--- config.mk ---
export PLATFORM = sky130hd
export DESIGN_NAME = fifo_read_packer
export DESIGN_NICKNAME = d
export VERILOG_FILES = /design/src/rtl/fifo_pkg.sv /design/src/rtl/fifo_read_packer.sv
export SDC_FILE = /design/constraint.sdc
export NUM_CORES = 1
export LEC_CHECK = 0
export CORE_MARGIN = 5
export CORE_UTILIZATION = 44
export DETAILED_ROUTE_END_ITERATION = 10
export PLACE_DENSITY = 0.79
export SKIP_LAST_GASP = 1
export SLEW_MARGIN = 10
export SYNTH_ARGS = -nofsm -noshare
export SYNTH_HDL_FRONTEND = slang
export SYNTH_SLANG_ARGS = --single-unit
--- constraint.sdc ---
create_clock -name rd_clk -period 1.72 [get_ports rd_clk]
set_input_delay 0.344 -clock rd_clk [delete_from_list [all_inputs] [get_ports rd_clk]]
set_output_delay 0.344 -clock rd_clk [all_outputs]
set_load 0.01 [all_outputs]
--- src/rtl/fifo_pkg.sv ---
// Shared definitions for the FIFO read-side packer: default sizing, control states
// and the lane keep-mask helper.
package fifo_pkg;

    localparam int unsigned DEFAULT_WIDTH = 8;
    localparam int unsigned DEFAULT_LANES = 4;

    typedef enum logic {
        FILL,
        OUT
    } state_e;

    // Mask with the low cnt bits set; callers truncate to their lane count.
    function automatic logic [31:0] keep_from_count(input int unsigned cnt);
        return (32'd1 << cnt) - 32'd1;
    endfunction

endpackage

--- src/rtl/fifo_read_packer.sv ---
// Pops WIDTH-bit FIFO entries and packs LANES of them little-endian into one word,
// presented on a valid/ready output; a flush closes out a partial word.
module fifo_read_packer
    import fifo_pkg::*;
#(
    parameter int unsigned WIDTH = DEFAULT_WIDTH,
    parameter int unsigned LANES = DEFAULT_LANES,
    parameter int unsigned OUT_W = WIDTH * LANES
) (
    input  logic             rd_clk,
    input  logic             reset,
    input  logic             empty,
    input  logic [WIDTH-1:0] read_data,
    output logic             read_en,
    input  logic             flush,
    output logic             out_valid,
    input  logic             out_ready,
    output logic [OUT_W-1:0] out_data,
    output logic [LANES-1:0] out_keep,
    output logic             out_last
);

    localparam int unsigned CNT_W = $clog2(LANES + 1);
    localparam logic [CNT_W:0]   LANES_C   = (CNT_W + 1)'(LANES);
    localparam logic [CNT_W-1:0] LAST_LANE = CNT_W'(LANES - 1);

    state_e             r_state, w_state_nxt;
    logic [CNT_W-1:0]   r_lane_cnt, w_lane_cnt_nxt;
    logic               r_pending, w_pending_nxt;
    logic               r_flush_req, w_flush_req_nxt;
    logic [OUT_W-1:0]   r_data, w_data_nxt;
    logic [LANES-1:0]   r_keep, w_keep_nxt;
    logic               r_last, w_last_nxt;
    logic [CNT_W:0]     w_fill_sum;
    logic               w_pop;

    // Lanes already captured plus the one in flight must leave room for another pop.
    assign w_fill_sum = {1'b0, r_lane_cnt} + {{CNT_W{1'b0}}, r_pending};
    assign read_en    = (r_state == FILL) && !empty && !r_flush_req && (w_fill_sum < LANES_C);
    assign w_pop      = read_en && !empty;

    assign out_valid = (r_state == OUT);
    assign out_data  = r_data;
    assign out_keep  = r_keep;
    assign out_last  = r_last;

    always_comb begin
        w_state_nxt     = r_state;
        w_lane_cnt_nxt  = r_lane_cnt;
        w_pending_nxt   = w_pop;
        w_flush_req_nxt = r_flush_req;
        w_data_nxt      = r_data;
        w_keep_nxt      = r_keep;
        w_last_nxt      = r_last;
        unique case (r_state)
            FILL: begin
                if (flush) begin
                    w_flush_req_nxt = 1'b1;
                end
                if (r_pending) begin
                    for (int i = 0; i < int'(LANES); i++) begin
                        if (r_lane_cnt == CNT_W'(i)) begin
                            w_data_nxt[i*WIDTH +: WIDTH] = read_data;
                        end
                    end
                    w_lane_cnt_nxt = r_lane_cnt + CNT_W'(1);
                    if (r_lane_cnt == LAST_LANE) begin
                        w_state_nxt     = OUT;
                        w_keep_nxt      = '1;
                        w_last_nxt      = r_flush_req | flush;
                        w_flush_req_nxt = 1'b0;
                    end
                end else if (r_flush_req) begin
                    // Nothing in flight: close the partial word, or drop the flush if empty.
                    w_flush_req_nxt = 1'b0;
                    if (r_lane_cnt != '0) begin
                        w_state_nxt = OUT;
                        w_keep_nxt  = LANES'(keep_from_count(32'(r_lane_cnt)));
                        w_last_nxt  = 1'b1;
                    end
                end
            end
            OUT: begin
                if (out_ready) begin
                    w_state_nxt    = FILL;
                    w_lane_cnt_nxt = '0;
                    w_data_nxt     = '0;
                    w_keep_nxt     = '0;
                    w_last_nxt     = 1'b0;
                end
            end
            default: w_state_nxt = FILL;
        endcase
    end

    always_ff @(posedge rd_clk or negedge reset) begin
        if (!reset) begin
            r_state     <= FILL;
            r_lane_cnt  <= '0;
            r_pending   <= 1'b0;
            r_flush_req <= 1'b0;
            r_data      <= '0;
            r_keep      <= '0;
            r_last      <= 1'b0;
        end else begin
            r_state     <= w_state_nxt;
            r_lane_cnt  <= w_lane_cnt_nxt;
            r_pending   <= w_pending_nxt;
            r_flush_req <= w_flush_req_nxt;
            r_data      <= w_data_nxt;
            r_keep      <= w_keep_nxt;
            r_last      <= w_last_nxt;
        end
    end

endmodule

==> flow_metrics.py <==
metrics = {
    "critical_path": {
        "required_ns": 1.38,
        "worst-r2r-cell-count": 6,
        "worst_ep_arrival_time_ns": 1.53,
        "crit_slowest_cell": "clkdlybuf4s50_1",
        "end_kind": "output port",
        "cpPeakStageDelay_ns": 0.60,
        "start_kind": "register",
        "critPathTopFamily": "buffers and inverters",
        "crit_type": "register to output port",
        "cp_num_cells": 2,
        "critical_path.cell_chain": "buf_4 > clkdlybuf4s50_1",
        "crit_fanout": 26,
        "cp_num_buf_inv": 2,
    },
    "global_routing": {
        "grt.overflow.total": 0,
        "antenna_found_initial": 0,
        "grt.total_usage": 0.175,
        "grt_pass1_vias": 1727,
        "grt_max_degree": 27,
        "grt_pass1_wl_um": 8340,
    },
    "floorplanning": {
        "die_w_um": 78.7,
        "fp.dieH_um": 78.7,
        "rows": 25,
        "core_mm2": 0.00466,
        "die_area_mm2": 0.00620,
        "start_util": 0.446,
        "ios": 52,
    },
    "power_and_ir_drop": {
        "power.share.combinational": 0.452,
        "total_leakage_power_nw": 1.24,
        "p_seq_frac": 0.355,
        "ir_worst_vdd_uv": 693,
        "powerDensity_mw_per_mm2": 1440,
        "p_sw_w": 0.00138,
        "p_int_w": 0.00271,
        "p_clk_frac": 0.193,
        "switching_share": 0.338,
    },
    "yosys": {
        "synth-seq-cells": 43,
        "synthMuxAreaShare": 0.0626,
        "synth-seq-area-share": 0.518,
        "yosys.area_share.simple": 0.200,
        "synth_edf_count": 0,
        "synthAdderAreaFrac": 0.0301,
        "syn-num-nets": 226,
        "synth_area_per_cell_um2": 9.99,
        "synth-xor-area-share": 0.00843,
        "synth_compound_area_frac": 0.129,
        "syn_area_mm2": 0.00208,
        "syn_inst": 208,
        "ys_types": 40,
        "async_flop_share": 1.00,
        "ys.flop_type": "dfrtp_1",
        "yosys_warnings": 0,
        "synth_top_family_by_area": "simple AND/OR/NAND/NOR gates",
    },
    "timing": {
        "fin_crit_sh": 1.09,
        "grt_setup_unrepaired": "true",
        "worst_slack_ns": -0.149,
        "setup_viol": 2,
        "slew_headroom": 0.685,
        "hold_viol_final": 0,
        "worst_slew_pin_slew_ns": 0.472,
        "min_period_ns": 1.87,
        "fmax_mhz": 535,
        "skew_ns": 0.00821,
        "drv_slew": 0,
    },
    "drt": {
        "drt_first_iter_violations": 100,
        "vias_per_cell": 5.26,
        "drt-wirelength-per-cell_um": 15.8,
        "finalWirelength_um": 5150,
        "wirelength_met1_um": 2160,
        "topRoutingLayerUsed": "met4",
        "dr_wl_met2_um": 2650,
        "dr.pass1.iters": 4,
        "vias": 1710,
        "antenna_left": 0,
        "wl_met3_um": 224,
        "drcViolationCount": 0,
    },
    "placement": {
        "placed_area_mm2": 0.00269,
        "io_buffers": 51,
        "dp_hpwl_um": 3690,
        "gp_congestion": 0.851,
    },
    "clocking": {
        "clk_latency_ns": 0.30,
        "cts-root-buf": "clkbuf_8",
        "cts_inserted_buffers": 5,
        "htreeDepth": 2,
        "cts_max_path_buffers": 2,
        "cts_tree": "done",
        "clock_sinks": 43,
        "clkTransAtPathRegs_ns": 0.08,
    },
    "status": {
        "status": "complete, but fails checks",
        "violations": "setup timing",
    },
    "cells_and_area": {
        "antenna_cells": 0,
        "nFillCells": 396,
        "syn2layout_area_growth_pct": 36.7,
        "final_core_util": 0.609,
        "layout.nets": 288,
        "mostFrequentLayoutCell": "nand2_1",
        "layout-drive-gt1-share": 0.173,
        "final_cell_mix": "nand2_1 (54), clkdlybuf4s50_1 (48), dfrtp_1 (43)",
        "stdcell_area_mm2": 0.00284,
    },
    "flow_run": {
        "drv.max_cap_violation_count": 0,
    },
    "hold_path": {
        "hp-class": "register to register",
        "hold_depth": 1,
    },
}
-- worst register-to-register path, cell delays in order, from the launching register on --
cell	delay (ns)
dfrtp_1	0.39
buf_4	0.17
inv_1	0.06
ha_2	0.23
or4b_1	0.45
o211ai_1	0.10
o211ai_1	0.11
-- state kept, by name (all words and copies together) (netlist names) --
signal	count
out_valid	1
out_keep	4
r_pending	1
out_last	1
out_data	32
r_lane_cnt	3
r_flush_req	1
-- worst paths after layout --
path                                     from           end  slack (ns)
min in group asynchronous               reset     r_pending        0.53
worst min-delay path              out_data[7]   out_data[7]        0.52
worst min register to register    out_data[7]   out_data[7]        0.52
worst max register to register  r_lane_cnt[2]   out_keep[3]        0.08
max in group asynchronous               reset  out_data[29]        0.70
worst max-delay path                out_valid     out_valid       -0.15
-- cells in the mapped netlist (3+ instances only) --
library cell / number / area [µm²]
a21oi_1: 3 / 15.0
and2b_1: 3 / 22.5
buf_6: 4 / 45.0
clkbuf_1: 4 / 15.0
dfrtp_1: 43 / 1080
ha_1: 5 / 62.6
inv_1: 5 / 18.8
mux2_4: 8 / 120
nand2_1: 54 / 203
nand2b_1: 3 / 18.8
nand3_1: 3 / 15.0
nor2b_1: 8 / 50.1
o211ai_1: 3 / 22.5
o21ai_0: 25 / 125
o21ai_1: 3 / 15.0
-- power by group through the flow --
stage / clock network [W] / registers (W) / logic (W)
floorplan: 0 / 0.00156 / 0.000914
global placement: 0 / 0.00146 / 0.00176
detailed placement: 0 / 0.00146 / 0.00181
CTS: 0.000807 / 0.00145 / 0.00182
global route: 0.000844 / 0.00149 / 0.00200
finish: 0.000787 / 0.00145 / 0.00185
-- timing repair --
action / in CTS / in global routing
hold buffers: 1 / 0
endpoints found under the hold margin: 4 / 0
setup endpoints to repair: 10 / 11
resized for setup: 7 / 7
pin swaps: 1 / 1
setup buffers: 0 / 1
-- metal layers --
metal,track usage,vias up
li1,-,826
met1,0.220,840
met2,0.287,35
met3,0.0488,9
met4,0.0647,0
met5,0,-
-- cell type report --
cell class,instances,area (µm²),share of cell area
multi-input cells,147,923,0.325
clock inverters,3,43.8,0.0154
inverters,5,18.8,0.00661
well taps,54,67.6,0.0238
repair buffers,68,642,0.226
clock buffers,5,68.8,0.0242
flip-flops and latches,43,1080,0.379
-- logic make-up (layout without fill, tap and decap cells) --
kind of cell               count (synthesis)  in the layout
DFF                                       43             43
muxes                                      9              9
AOI/OAI and AO/OA                         46             46
xor gates and xnor gates                   2              2
buffers and inverters                     18             81
and+or+nand+nor                           85             85
adders and majority gates                  5              5
-- stage by stage --
step                      hold slack [ns]  worst slack [ns]  power [W]  setup TNS (ns)  instances
after floorplan                    0.0484         0.0000331    0.00247               0        208
after global placement              0.326            -0.492    0.00322           -1.26        315
after detailed placement            0.329            -0.536    0.00327           -1.51        315
after CTS                           0.428            -0.151    0.00408          -0.300        324
after global routing                0.532            -0.211    0.00434          -0.410        325
final                               0.515            -0.149    0.00409          -0.299        325
No activity file was read; power rests on OpenSTA's default activity.
==> variant (config.mk and constraints unchanged) <==
Change the package constant `DEFAULT_LANES` from 4 to 2.
--- a/src/rtl/fifo_pkg.sv
+++ b/src/rtl/fifo_pkg.sv
@@ -4,5 +4,5 @@
 
     localparam int unsigned DEFAULT_WIDTH = 8;
-    localparam int unsigned DEFAULT_LANES = 4;
+    localparam int unsigned DEFAULT_LANES = 2;
 
     typedef enum logic {
Interface: changed (resized out_data and out_keep); port bits go from 52 to 34. The function was not compared with the original's and may differ.
==> variant against the unedited design <==
The run still ends with setup timing left; synthesized cell count fell by 44%; synthesized area is 44% lower; design area down 41%; total power shrank 27%; sequential cell count decreased by 19; clock skew shrank 4.3 ps; critical endpoint is now read_en; setup slack got worse by 8.1 ps; largest cell class unchanged; routed wire length decreased by 42%.
==> variant: results (changes against the unedited design) <==
[cells_and_area]
drive_gt1_frac=0.1824  ; +0.008958
largest_register_ffs=16  ; -50%

[placed_design]
place_area_um2=1585  ; -41%
gp_congestion=0.8263  ; -2.9%
dp_slack_ps=-493.7  ; +41.85 ps
portBuffers=33  ; -35%

[yosys]
synth_area_leaders=dfrtp_1, o21ai_1, mux2i_1
yosysUniqueCellTypes=26  ; -35%
syn-num-nets=132  ; -42%
synth_commonest_cells=dfrtp_1, o21ai_1, nand2_1
ys_seq_area_frac=0.5178  ; about the same
syn_avg_cell_area_um2=9.999  ; about the same

[setup_path]
path_max_fanout=2  ; -92%
cpPeakStageDelay_ps=530  ; -70 ps
cp_top_family=simple AND/OR/NAND/NOR gates
cp_slowest_cell=or4_4

[clock_tree]
cts_buffers=3  ; -2
root_buffer=clkbuf_4

[sta]
clock_skew_ps=3.915  ; -4.297 ps
max_slew_margin=0.7937  ; +0.1086
setup_slack_ps=-157.5  ; -8.113 ps
setup_viol=5  ; +3

[power]
power_leakage_nw=0.7616  ; -39%
ir_drop_uv=1219  ; +76%

[detailed_routing]
wl_met1_mm=1.283  ; -41%
drtIter0Drc=31  ; -69%
wl_met3_um=147  ; -34%
vias=1035  ; -39%
routed_wl_mm=2.964  ; -42%
wl_met2_mm=1.476  ; -44%

[status]
violations=setup timing
status=complete, but fails checks

[grt]
grt_pass1_vias=1060  ; -39%
grt_use_met2=0.2931  ; +0.006124
grt_pass1_wl_mm=4.947  ; -41%
met1_usage=0.2390  ; +0.01865

variant: report_power, final:
group | switching, W | total, W | internal (W) | leakage (nW)
clock network | 0.000167 | 0.000296 | 0.000129 | 0.0210
registers | 0.000155 | 0.000953 | 0.000798 | 0.318
logic | 0.000831 | 0.00174 | 0.000910 | 0.422
total | 0.00115 | 0.00299 | 0.00184 | 0.762
variant: what timing repair did:
item	4_1_cts	5_1_grt
resized for setup	13	5
pin swaps	2	2
setup endpoints to repair	5	5
buffers inserted	0	0
variant: layout make-up:
| type | instances | area [um2] | area share |
|---|---|---|---|
| sequential | 24 | 600.6 | 0.3612 |
| multi-input combinational | 74 | 519.2 | 0.3123 |
| timing repair buffer | 45 | 421.7 | 0.2536 |
| inverter | 12 | 47.55 | 0.02859 |
| tap | 30 | 37.54 | 0.02257 |
| clock buffer | 4 | 36.28 | 0.02182 |
variant: final timing paths:
check / slack [ps] / to / cells after the start / startpoint
min: 370 / out_data[15]$_DFFE_PN0P_ / 2 / reset
max reg2reg: -10 / out_keep[0]$_DFFE_PN0P_ / 6 / r_lane_cnt[1]$_DFFE_PN0P_
max: -160 / read_en / 3 / out_valid$_DFF_PN0_
min in group rd_clk: 410 / r_pending$_DFF_PN0_ / 3 / empty
max in group asynchronous: 1110 / r_lane_cnt[1]$_DFFE_PN0P_ / 2 / reset
min reg2reg: 530 / out_data[5]$_DFFE_PN0P_ / 2 / out_data[5]$_DFFE_PN0P_
variant: cells by family after synthesis:
family / share of synthesized area
AOI/OAI and AO/OA: 0.1456
DFF: 0.5178
and+or+nand+nor: 0.1241
buffers and inverters: 0.06688
adders and majority gates: 0.03237
xor gates and xnor gates: 0.01511
muxes: 0.09817
